$ cat src/rtl/vip_axi4_sink_slave.sv
// AXI4 sink slave: accepts any write or read burst and answers with a fixed response code and fill data.
// Optional VIP_AXI4_SINK_SLAVE_STATS_EN adds wr_count/rd_count completion counters.
module vip_axi4_sink_slave #(
  parameter int unsigned ID_WIDTH_P   = 4,
  parameter int unsigned ADDR_WIDTH_P = 32,
  parameter int unsigned DATA_WIDTH_P = 32,
  parameter int unsigned USER_WIDTH_P = 1,
  parameter logic [1:0]  RESP_P       = 2'b11,
  parameter logic [DATA_WIDTH_P-1:0] FILL_P = '0
) (
  input  logic                      clk,
  input  logic                      rst,
  input  logic [ID_WIDTH_P-1:0]     awid,
  input  logic [ADDR_WIDTH_P-1:0]   awaddr,
  input  logic [7:0]                awlen,
  input  logic [2:0]                awsize,
  input  logic [1:0]                awburst,
  input  logic                      awlock,
  input  logic [3:0]                awcache,
  input  logic [2:0]                awprot,
  input  logic [3:0]                awqos,
  input  logic [3:0]                awregion,
  input  logic [USER_WIDTH_P-1:0]   awuser,
  input  logic                      awvalid,
  output logic                      awready,
  input  logic [DATA_WIDTH_P-1:0]   wdata,
  input  logic [DATA_WIDTH_P/8-1:0] wstrb,
  input  logic                      wlast,
  input  logic [USER_WIDTH_P-1:0]   wuser,
  input  logic                      wvalid,
  output logic                      wready,
  output logic [ID_WIDTH_P-1:0]     bid,
  output logic [1:0]                bresp,
  output logic [USER_WIDTH_P-1:0]   buser,
  output logic                      bvalid,
  input  logic                      bready,
  input  logic [ID_WIDTH_P-1:0]     arid,
  input  logic [ADDR_WIDTH_P-1:0]   araddr,
  input  logic [7:0]                arlen,
  input  logic [2:0]                arsize,
  input  logic [1:0]                arburst,
  input  logic                      arlock,
  input  logic [3:0]                arcache,
  input  logic [2:0]                arprot,
  input  logic [3:0]                arqos,
  input  logic [3:0]                arregion,
  input  logic [USER_WIDTH_P-1:0]   aruser,
  input  logic                      arvalid,
  output logic                      arready,
  output logic [ID_WIDTH_P-1:0]     rid,
  output logic [DATA_WIDTH_P-1:0]   rdata,
  output logic [1:0]                rresp,
  output logic                      rlast,
  output logic [USER_WIDTH_P-1:0]   ruser,
  output logic                      rvalid,
  input  logic                      rready,
  output logic                      err_wlast
`ifdef VIP_AXI4_SINK_SLAVE_STATS_EN
  ,
  output logic [31:0]               wr_count,
  output logic [31:0]               rd_count
`endif
);

  localparam int unsigned LEN_W = 8;

  localparam logic [1:0] W_IDLE = 2'd0;
  localparam logic [1:0] W_DATA = 2'd1;
  localparam logic [1:0] W_RESP = 2'd2;
  localparam logic [0:0] R_IDLE = 1'b0;
  localparam logic [0:0] R_DATA = 1'b1;

  logic [1:0]            w_state, w_state_nxt;
  logic [LEN_W-1:0]      w_cnt, w_cnt_nxt, w_len, w_len_nxt;
  logic [ID_WIDTH_P-1:0] w_id_nxt;
  logic                  err_nxt;

  logic [0:0]            r_state, r_state_nxt;
  logic [LEN_W-1:0]      r_cnt, r_cnt_nxt, r_len, r_len_nxt;
  logic [ID_WIDTH_P-1:0] r_id_nxt;
  logic                  rlast_nxt;

  // Payload fields the sink never looks at.
  logic unused_inputs;
  assign unused_inputs = ^{awaddr, awsize, awburst, awlock, awcache, awprot, awqos, awregion,
                           awuser, wdata, wstrb, wuser, araddr, arsize, arburst, arlock,
                           arcache, arprot, arqos, arregion, aruser};

  assign bresp = RESP_P;
  assign buser = '0;
  assign rresp = RESP_P;
  assign ruser = '0;
  assign rdata = FILL_P;

  // Write path next state: the final beat is decided by the beat count, wlast only feeds the error flag.
  always_comb begin
    w_state_nxt = w_state;
    w_cnt_nxt   = w_cnt;
    w_len_nxt   = w_len;
    w_id_nxt    = bid;
    err_nxt     = err_wlast;
    case (w_state)
      W_IDLE: begin
        if (awvalid && awready) begin
          w_state_nxt = W_DATA;
          w_id_nxt    = awid;
          w_len_nxt   = awlen;
          w_cnt_nxt   = '0;
        end
      end
      W_DATA: begin
        if (wvalid && wready) begin
          if (w_cnt == w_len) begin
            w_state_nxt = W_RESP;
            if (!wlast) err_nxt = 1'b1;
          end else begin
            w_cnt_nxt = w_cnt + LEN_W'(1);
            if (wlast) err_nxt = 1'b1;
          end
        end
      end
      W_RESP: begin
        if (bvalid && bready) w_state_nxt = W_IDLE;
      end
      default: w_state_nxt = W_IDLE;
    endcase
  end

  // Handshake outputs are registered copies of the next-state decode.
  always_ff @(posedge clk) begin
    if (rst) begin
      w_state   <= W_IDLE;
      w_cnt     <= '0;
      w_len     <= '0;
      bid       <= '0;
      err_wlast <= 1'b0;
      awready   <= 1'b0;
      wready    <= 1'b0;
      bvalid    <= 1'b0;
    end else begin
      w_state   <= w_state_nxt;
      w_cnt     <= w_cnt_nxt;
      w_len     <= w_len_nxt;
      bid       <= w_id_nxt;
      err_wlast <= err_nxt;
      awready   <= (w_state_nxt == W_IDLE);
      wready    <= (w_state_nxt == W_DATA);
      bvalid    <= (w_state_nxt == W_RESP);
    end
  end

  // Read path next state; rlast is precomputed for the beat about to be presented.
  always_comb begin
    r_state_nxt = r_state;
    r_cnt_nxt   = r_cnt;
    r_len_nxt   = r_len;
    r_id_nxt    = rid;
    rlast_nxt   = rlast;
    case (r_state)
      R_IDLE: begin
        if (arvalid && arready) begin
          r_state_nxt = R_DATA;
          r_id_nxt    = arid;
          r_len_nxt   = arlen;
          r_cnt_nxt   = '0;
          rlast_nxt   = (arlen == LEN_W'(0));
        end
      end
      R_DATA: begin
        if (rvalid && rready) begin
          if (r_cnt == r_len) begin
            r_state_nxt = R_IDLE;
            rlast_nxt   = 1'b0;
          end else begin
            r_cnt_nxt = r_cnt + LEN_W'(1);
            rlast_nxt = ((r_cnt + LEN_W'(1)) == r_len);
          end
        end
      end
      default: r_state_nxt = R_IDLE;
    endcase
  end

  always_ff @(posedge clk) begin
    if (rst) begin
      r_state <= R_IDLE;
      r_cnt   <= '0;
      r_len   <= '0;
      rid     <= '0;
      rlast   <= 1'b0;
      arready <= 1'b0;
      rvalid  <= 1'b0;
    end else begin
      r_state <= r_state_nxt;
      r_cnt   <= r_cnt_nxt;
      r_len   <= r_len_nxt;
      rid     <= r_id_nxt;
      rlast   <= rlast_nxt;
      arready <= (r_state_nxt == R_IDLE);
      rvalid  <= (r_state_nxt == R_DATA);
    end
  end

`ifdef VIP_AXI4_SINK_SLAVE_STATS_EN
  // Completed-transaction counters, free-running modulo 2^32.
  always_ff @(posedge clk) begin
    if (rst) begin
      wr_count <= '0;
      rd_count <= '0;
    end else begin
      if (bvalid && bready)          wr_count <= wr_count + 32'd1;
      if (rvalid && rready && rlast) rd_count <= rd_count + 32'd1;
    end
  end
`endif

endmodule
$ cat config.mk
export PLATFORM = sky130hd
export DESIGN_NAME = vip_axi4_sink_slave
export DESIGN_NICKNAME = d
export VERILOG_FILES = /design/src/rtl/vip_axi4_sink_slave.sv
export SDC_FILE = /design/constraint.sdc
export NUM_CORES = 1
export LEC_CHECK = 0
export BUFFER_PORTS_ARGS = -buffer_cell sky130_fd_sc_hd__buf_2
export CAP_MARGIN = 20
export CORE_MARGIN = 8
export CORE_UTILIZATION = 40
export DETAILED_ROUTE_END_ITERATION = 10
export PLACE_DENSITY = 0.84
export SYNTH_ARGS = -nofsm -noshare
export SYNTH_HDL_FRONTEND = slang
export SYNTH_SLANG_ARGS = --single-unit
$ cat constraint.sdc
create_clock -name clk -period 3.7 [get_ports clk]
set_input_delay 0.37 -clock clk [delete_from_list [all_inputs] [get_ports clk]]
set_output_delay 0.37 -clock clk [all_outputs]
set_load 0.01 [all_outputs]
==> flow_summary_export.csv, run 1 <==
group,metric,value,unit
outcome,outcome,"complete, no violations",
place,portBuffers,46,
sta,fin_skew,6.28,ps
yosys,synth_area,2620,sq um
worst_hold_path,holdCritPathClass,"input pin to register",
worst_setup_path,crit_arrival,2390,ps
worst_setup_path,cp-startpoint,"r_state$_SDFF_PP0_",
floorplanning,ioPinCount,230,
yosys,syn_inst,330,
worst_setup_path,start_kind,"register",
global_routing,grt_overflow,0,
routing,drt_iter0_drc,100,
clocking,cts_resized,0,
floorplanning,start_util,41.3,%
yosys,ys_seq_elements,49,
clocking,clk_path_buf_depth,2,
worst_setup_path,crit_slowest_cell,"o31ai_2",
sta,fmax,462,MHz
clocking,cts_buffers,5,
finish,nNetsFinal,546,
clocking,htree_num_levels,2,
yosys,ys_seq_area_share,37.4,%
worst_setup_path,worstPathRequired,3930,ps
routing,drt_wl_total,6020,um
global_routing,grt_max_degree,37,
yosys,ys_types,45,
yosys,synth_ff_type,"dfxtp_1",
global_routing,grt_first_pass_wirelength,10300,um
finish,stdcell_count,445,
worst_setup_path,cp.depth,4,
yosys,async_flop_share,0,%
yosys,synth.avg_cell_area,7.94,sq um
finish,final_cell_mix,"nand2_1, dfxtp_1, buf_2",
clocking,ctsHoldBuffers,0,
routing,vias_per_cell,5.04,
yosys,ys_warn_count,0,
sta,hold_viol_final,0,
worst_setup_path,cp_max_fo,14,
finish,layout_commonest_cell,"nand2_1",
run,max-cap-violations,0,
global_routing,grt_pass1_vias,2279,
worst_setup_path,r2r-end,"r_cnt[7]$_SDFFE_PP0P_",
clocking,root_buffer,"clkbuf_8",
finish,nFillCells,628,
worst_setup_path,r2r-start,"r_state$_SDFF_PP0_",
yosys,yosysTopAreaCell,"dfxtp_1",
global_routing,grt_usage,12.7,%
routing,drcViolationCount,0,
sta,tightest_slew,856,ps
worst_setup_path,cp-end-kind,"register",
clocking,clk_latency,300,ps
worst_setup_path,critPathKind,"register to register",
global_routing,antenna_found_initial,0,
worst_setup_path,ff2ff_setup_slack,1540,ps
finish,drive_gt1_share,17.1,%
floorplanning,die_area,9400,sq um
sta,rsz0062_at_grt,"false",
sta,setup_viol,0,
yosys,synth_top_area_share,37.4,%
routing,dr.pass1.iters,4,
floorplanning,design.core.area,6350,sq um
sta,slew_violations,0,
finish,areaGrowthSynthToFinish,7.88,%
clocking,path_clk_slew,90,ps
power_and_ir_drop,power.density,372,nW/um^2
sta,fin_crit,2160,ps
floorplanning,rows,29,
worst_setup_path,critPathBufInv,0,
place,dp.cells,437,
routing,antenna_left,0,
floorplanning,die_x,96.9,um
sta,fin_crit_sh,58.4,%
worst_setup_path,cpPeakStageDelay,810,ps
clocking,post-cts-setup-buffer-count,0,
clocking,tritoncts,"yes",
routing,wire_per_inst,13.5,um
worst_setup_path,reg2regPathDepth,4,
floorplanning,die-height,96.9,um
sta,relSlewSlack,42.6,%
routing,vias,2242,
yosys,netlist_top_cells_area,"dfxtp_1, buf_4, nand2_1",
power_and_ir_drop,leakage,1.16,nW
worst_setup_path,path_delay_family,"compound AO/OA/AOI/OAI gates",
sta,fin_setup_tns,0,ps
yosys,synth_edf_count,0,
worst_setup_path,crit_path_end,"r_cnt[7]$_SDFFE_PP0P_",
finish,diodes,0,
power_and_ir_drop,ir_worst_vdd,0.256,mV
clocking,cts.sinks,49,
place,gp_congestion,0.860,
place,dp_hpwl,4550,um
worst_setup_path,path_cells,"and3b_1, o31ai_2, o21ai_0, a21oi_1",
[state kept, by name, summed over array words and instances (netlist names)]
register / count
arready: 1
r_state: 1
w_cnt: 8
bid: 4
w_state: 2
bvalid: 1
wready: 1
r_cnt: 8
err_wlast: 1
awready: 1
w_len: 8
rid: 4
r_len: 8
rlast: 1
[logic make-up after synthesis]
kind of cell	share of synthesized area [%]
muxes	1.53
other	0.287
adders and majority gates	0.955
AOI/OAI and AO/OA	14.4
DFF	37.4
and+or+nand+nor	23.0
buffers and inverters	14.4
xor gates and xnor gates	8.02
[report_power, final]
group | internal [mW] | total [mW] | switching [mW]
sequential | 0.549 | 0.568 | 0.0183
combinational | 0.0599 | 0.172 | 0.112
clock | 0.134 | 0.313 | 0.179
total | 0.744 | 1.05 | 0.309
[worst min-delay path by stage]
stage,cells past startpoint,start,endpoint,slack (ps)
2_1_floorplan,2,w_len[2]$_SDFFE_PP0P_,w_len[2]$_SDFFE_PP0P_,450
3_3_place_gp,2,err_wlast$_SDFFE_PP0P_,err_wlast$_SDFFE_PP0P_,440
3_5_place_dp,2,err_wlast$_SDFFE_PP0P_,err_wlast$_SDFFE_PP0P_,440
4_1_cts,3,awlen[6],w_len[6]$_SDFFE_PP0P_,290
5_1_grt,3,awlen[3],w_len[3]$_SDFFE_PP0P_,290
6_report,3,awlen[6],w_len[6]$_SDFFE_PP0P_,300
[worst min-delay path: stages]
cell     delay, ps
buf_2           90
nand2_1         40
a21oi_1         50
[stage by stage]
stage                     total power [mW]  utilization, %  setup slack (ps)  hold WS [ps]  area, sq um
final                                 1.05            44.5              1540           298         2830
after global routing                  1.10            44.5              1260           290         2830
after CTS                             1.06            44.5              1530           286         2830
after detailed placement             0.750            43.2              1540           442         2740
after global placement               0.744            43.2              1650           439         2740
after floorplan                      0.725               -              1990           448         2760
[synthesized netlist by cell type (3+ instances only)]
| library cell | count |
|---|---|
| clkbuf_1 | 10 |
| xor2_1 | 11 |
| a21oi_1 | 38 |
| nand3_1 | 9 |
| buf_4 | 38 |
| nor3_1 | 4 |
| nor2_1 | 21 |
| dfxtp_1 | 49 |
| nor2b_1 | 4 |
| nand2_1 | 56 |
| o21ai_0 | 8 |
| xnor2_1 | 13 |
| inv_1 | 8 |
| or2_2 | 3 |
| and3_1 | 3 |
| nand4_1 | 5 |
| or3_1 | 7 |
| a211oi_1 | 4 |
[area by class of cell]
cell class / count / area, sq um / share of cell area [%]
Tap cell: 77 / 96.3 / 3.41
Sequential cell: 49 / 981 / 34.7
Multi-Input combinational cell: 256 / 1400 / 49.4
Clock inverter: 1 / 7.51 / 0.266
Clock buffer: 7 / 76.3 / 2.70
Inverter: 8 / 30.0 / 1.06
Timing Repair Buffer: 47 / 238 / 8.41
[per-layer routing]
| metal | vias to the layer above | share of wire, % | GRT usage, % |
|---|---|---|---|
| li1 | 1108 | - | - |
| met1 | 1028 | 45 | 14.5 |
| met2 | 102 | 45 | 20.9 |
| met3 | 4 | 8.8 | 5.12 |
| met4 | 0 | 1.1 | 4.50 |
| met5 | - | 0 | 0 |
No activity file was read; power rests on OpenSTA's default activity.
==> inputs of run 2 (changes only) <==
--- a/config.mk
+++ b/config.mk
@@ -8,9 +8,9 @@
 export BUFFER_PORTS_ARGS = -buffer_cell sky130_fd_sc_hd__buf_2
 export CAP_MARGIN = 20
 export CORE_MARGIN = 8
-export CORE_UTILIZATION = 40
+export CORE_UTILIZATION = 38
 export DETAILED_ROUTE_END_ITERATION = 10
-export PLACE_DENSITY = 0.84
+export PLACE_DENSITY = 0.81
 export SYNTH_ARGS = -nofsm -noshare
 export SYNTH_HDL_FRONTEND = slang
 export SYNTH_SLANG_ARGS = --single-unit
==> constraint.sdc (replaced) <==
create_clock -name clk -period 2.1 [get_ports clk]
set_input_delay 0.21 -clock clk [delete_from_list [all_inputs] [get_ports clk]]
set_output_delay 0.21 -clock clk [all_outputs]
set_load 0.01 [all_outputs]
==> flow_summary_export.csv, run 2 (same netlist as run 1, synthesis figures left out) <==
group,metric,value,unit
outcome,outcome,"complete, no violations",
finish,diodes,0,
power_and_ir_drop,seqPwrFrac,53.4,%
worst_setup_path,critPathKind,"register to register",
finish,utilization,42.8,%
place,post-place-ws,324,ps
routing,drt_wl_total,5900,um
power_and_ir_drop,ir_worst_vdd,0.465,mV
finish,nFillCells,671,
sta,tightest_slew,516,ps
clocking,cts_buffers,5,
worst_setup_path,start_kind,"register",
routing,vias,2213,
clocking,htree_num_levels,2,
floorplanning,die_x,99.0,um
sta,slew_violations,0,
finish,areaGrowthSynthToFinish,9.84,%
sta,setup_ws,295,ps
power_and_ir_drop,switching_share,29.2,%
routing,wire_per_inst,13.0,um
floorplanning,ioPinCount,230,
run,max-cap-violations,0,
floorplanning,die_area,9810,sq um
finish,nNetsFinal,552,
routing,drt_iter0_drc,142,
worst_setup_path,cp_max_fo,7,
finish,drive_gt1_share,18.7,%
sta,fin_crit_sh,85.9,%
power_and_ir_drop,leakage,1.20,nW
power_and_ir_drop,power.share.clock,29.7,%
clocking,cts_resized,0,
global_routing,grt_max_degree,36,
routing,vias_per_cell,4.87,
sta,fin_skew,5.29,ps
finish,stdcell_area,2880,sq um
place,gp_congestion,0.931,
power_and_ir_drop,pwr-share-comb,16.9,%
clocking,path_clk_slew,90,ps
clocking,cts.sinks,49,
global_routing,grt_first_pass_wirelength,9830,um
finish,final_cell_mix,"nand2_1, dfxtp_1, buf_2",
finish,layout_commonest_cell,"nand2_1",
place,placed_cell_area,2790,sq um
worst_setup_path,cp-end-kind,"register",
floorplanning,die-height,99.0,um
clocking,tritoncts,"yes",
power_and_ir_drop,p_switching,0.547,mW
sta,relSlewSlack,64.7,%
sta,fin_setup_tns,0,ps
worst_setup_path,crit_arrival,2050,ps
sta,hold_viol_final,0,
clocking,root_buffer,"clkbuf_8",
sta,setup_viol,0,
routing,antenna_left,0,
routing,dr.pass1.iters,4,
clocking,clk_latency,300,ps
global_routing,grt_overflow,0,
power_and_ir_drop,power.density,651,nW/um^2
sta,fin_crit,1800,ps
place,portBuffers,46,
power_and_ir_drop,internal_power,1.33,mW
sta,fmax,554,MHz
clocking,post-cts-setup-buffer-count,0,
place,dp_hpwl,4470,um
global_routing,antenna_found_initial,0,
sta,rsz0062_at_grt,"false",
clocking,clk_path_buf_depth,2,
floorplanning,design.core.area,6720,sq um
global_routing,grt_pass1_vias,2167,
worst_setup_path,worstPathRequired,2350,ps
global_routing,grt_usage,11.9,%
worst_hold_path,holdCritPathClass,"input pin to register",
routing,drcViolationCount,0,
clocking,ctsHoldBuffers,0,
floorplanning,rows,30,
floorplanning,start_util,39.0,%
==> run 2: layout make-up <==
type                    count  area [sq um]  share of cell area (%)
clock inverters             2          13.8                   0.478
flip-flops and latches     49           981                    34.1
well taps                  80           100                    3.48
repair buffers             53           283                    9.83
clock buffers               6          72.6                    2.52
multi-input cells         256          1400                    48.6
inverters                   8          30.0                    1.04
==> run 2: critical path, stage by stage (launching register included) <==
cell     delay (ps)
dfxtp_1         420
nand3_1         250
xor2_1          210
or3_1           350
o41ai_1         320
and3_1          200
==> run 2: final timing paths <==
check / start / slack (ps) / end / depth (start not counted)
worst max-delay path: r_cnt[0]$_SDFFE_PP0P_ / 300 / rlast$_SDFFE_PP0P_ / 5
worst min-delay path: arid[0] / 140 / rid[0]$_SDFFE_PP0P_ / 3
worst max register to register: r_cnt[0]$_SDFFE_PP0P_ / 300 / rlast$_SDFFE_PP0P_ / 5
worst min register to register: rid[1]$_SDFFE_PP0P_ / 460 / rid[1]$_SDFFE_PP0P_ / 2
==> run 2: metrics by stage <==
stage / instances / power [mW] / hold slack, ps
after global routing: 454 / 1.97 / 132
after CTS: 454 / 1.89 / 131
final: 454 / 1.87 / 136
after detailed placement: 446 / 1.34 / 444
after floorplan: 366 / 1.28 / 346
after global placement: 446 / 1.33 / 433
==> run 2: power by group through the flow <==
stage | Clock (mW) | Sequential [mW] | Combinational [mW]
global placement | 0 | 1.02 | 0.307
floorplan | 0 | 1.02 | 0.253
finish | 0.557 | 1.00 | 0.317
detailed placement | 0 | 1.02 | 0.313
global route | 0.613 | 1.01 | 0.352
CTS | 0.577 | 1.00 | 0.315
==> run 2: routing by layer <==
metal	part of all wire, %	track usage, %	vias up
li1	-	-	1121
met1	45	14.1	1000
met2	44	19.1	84
met3	9.0	4.30	8
met4	1.5	4.13	0
met5	0	0	-
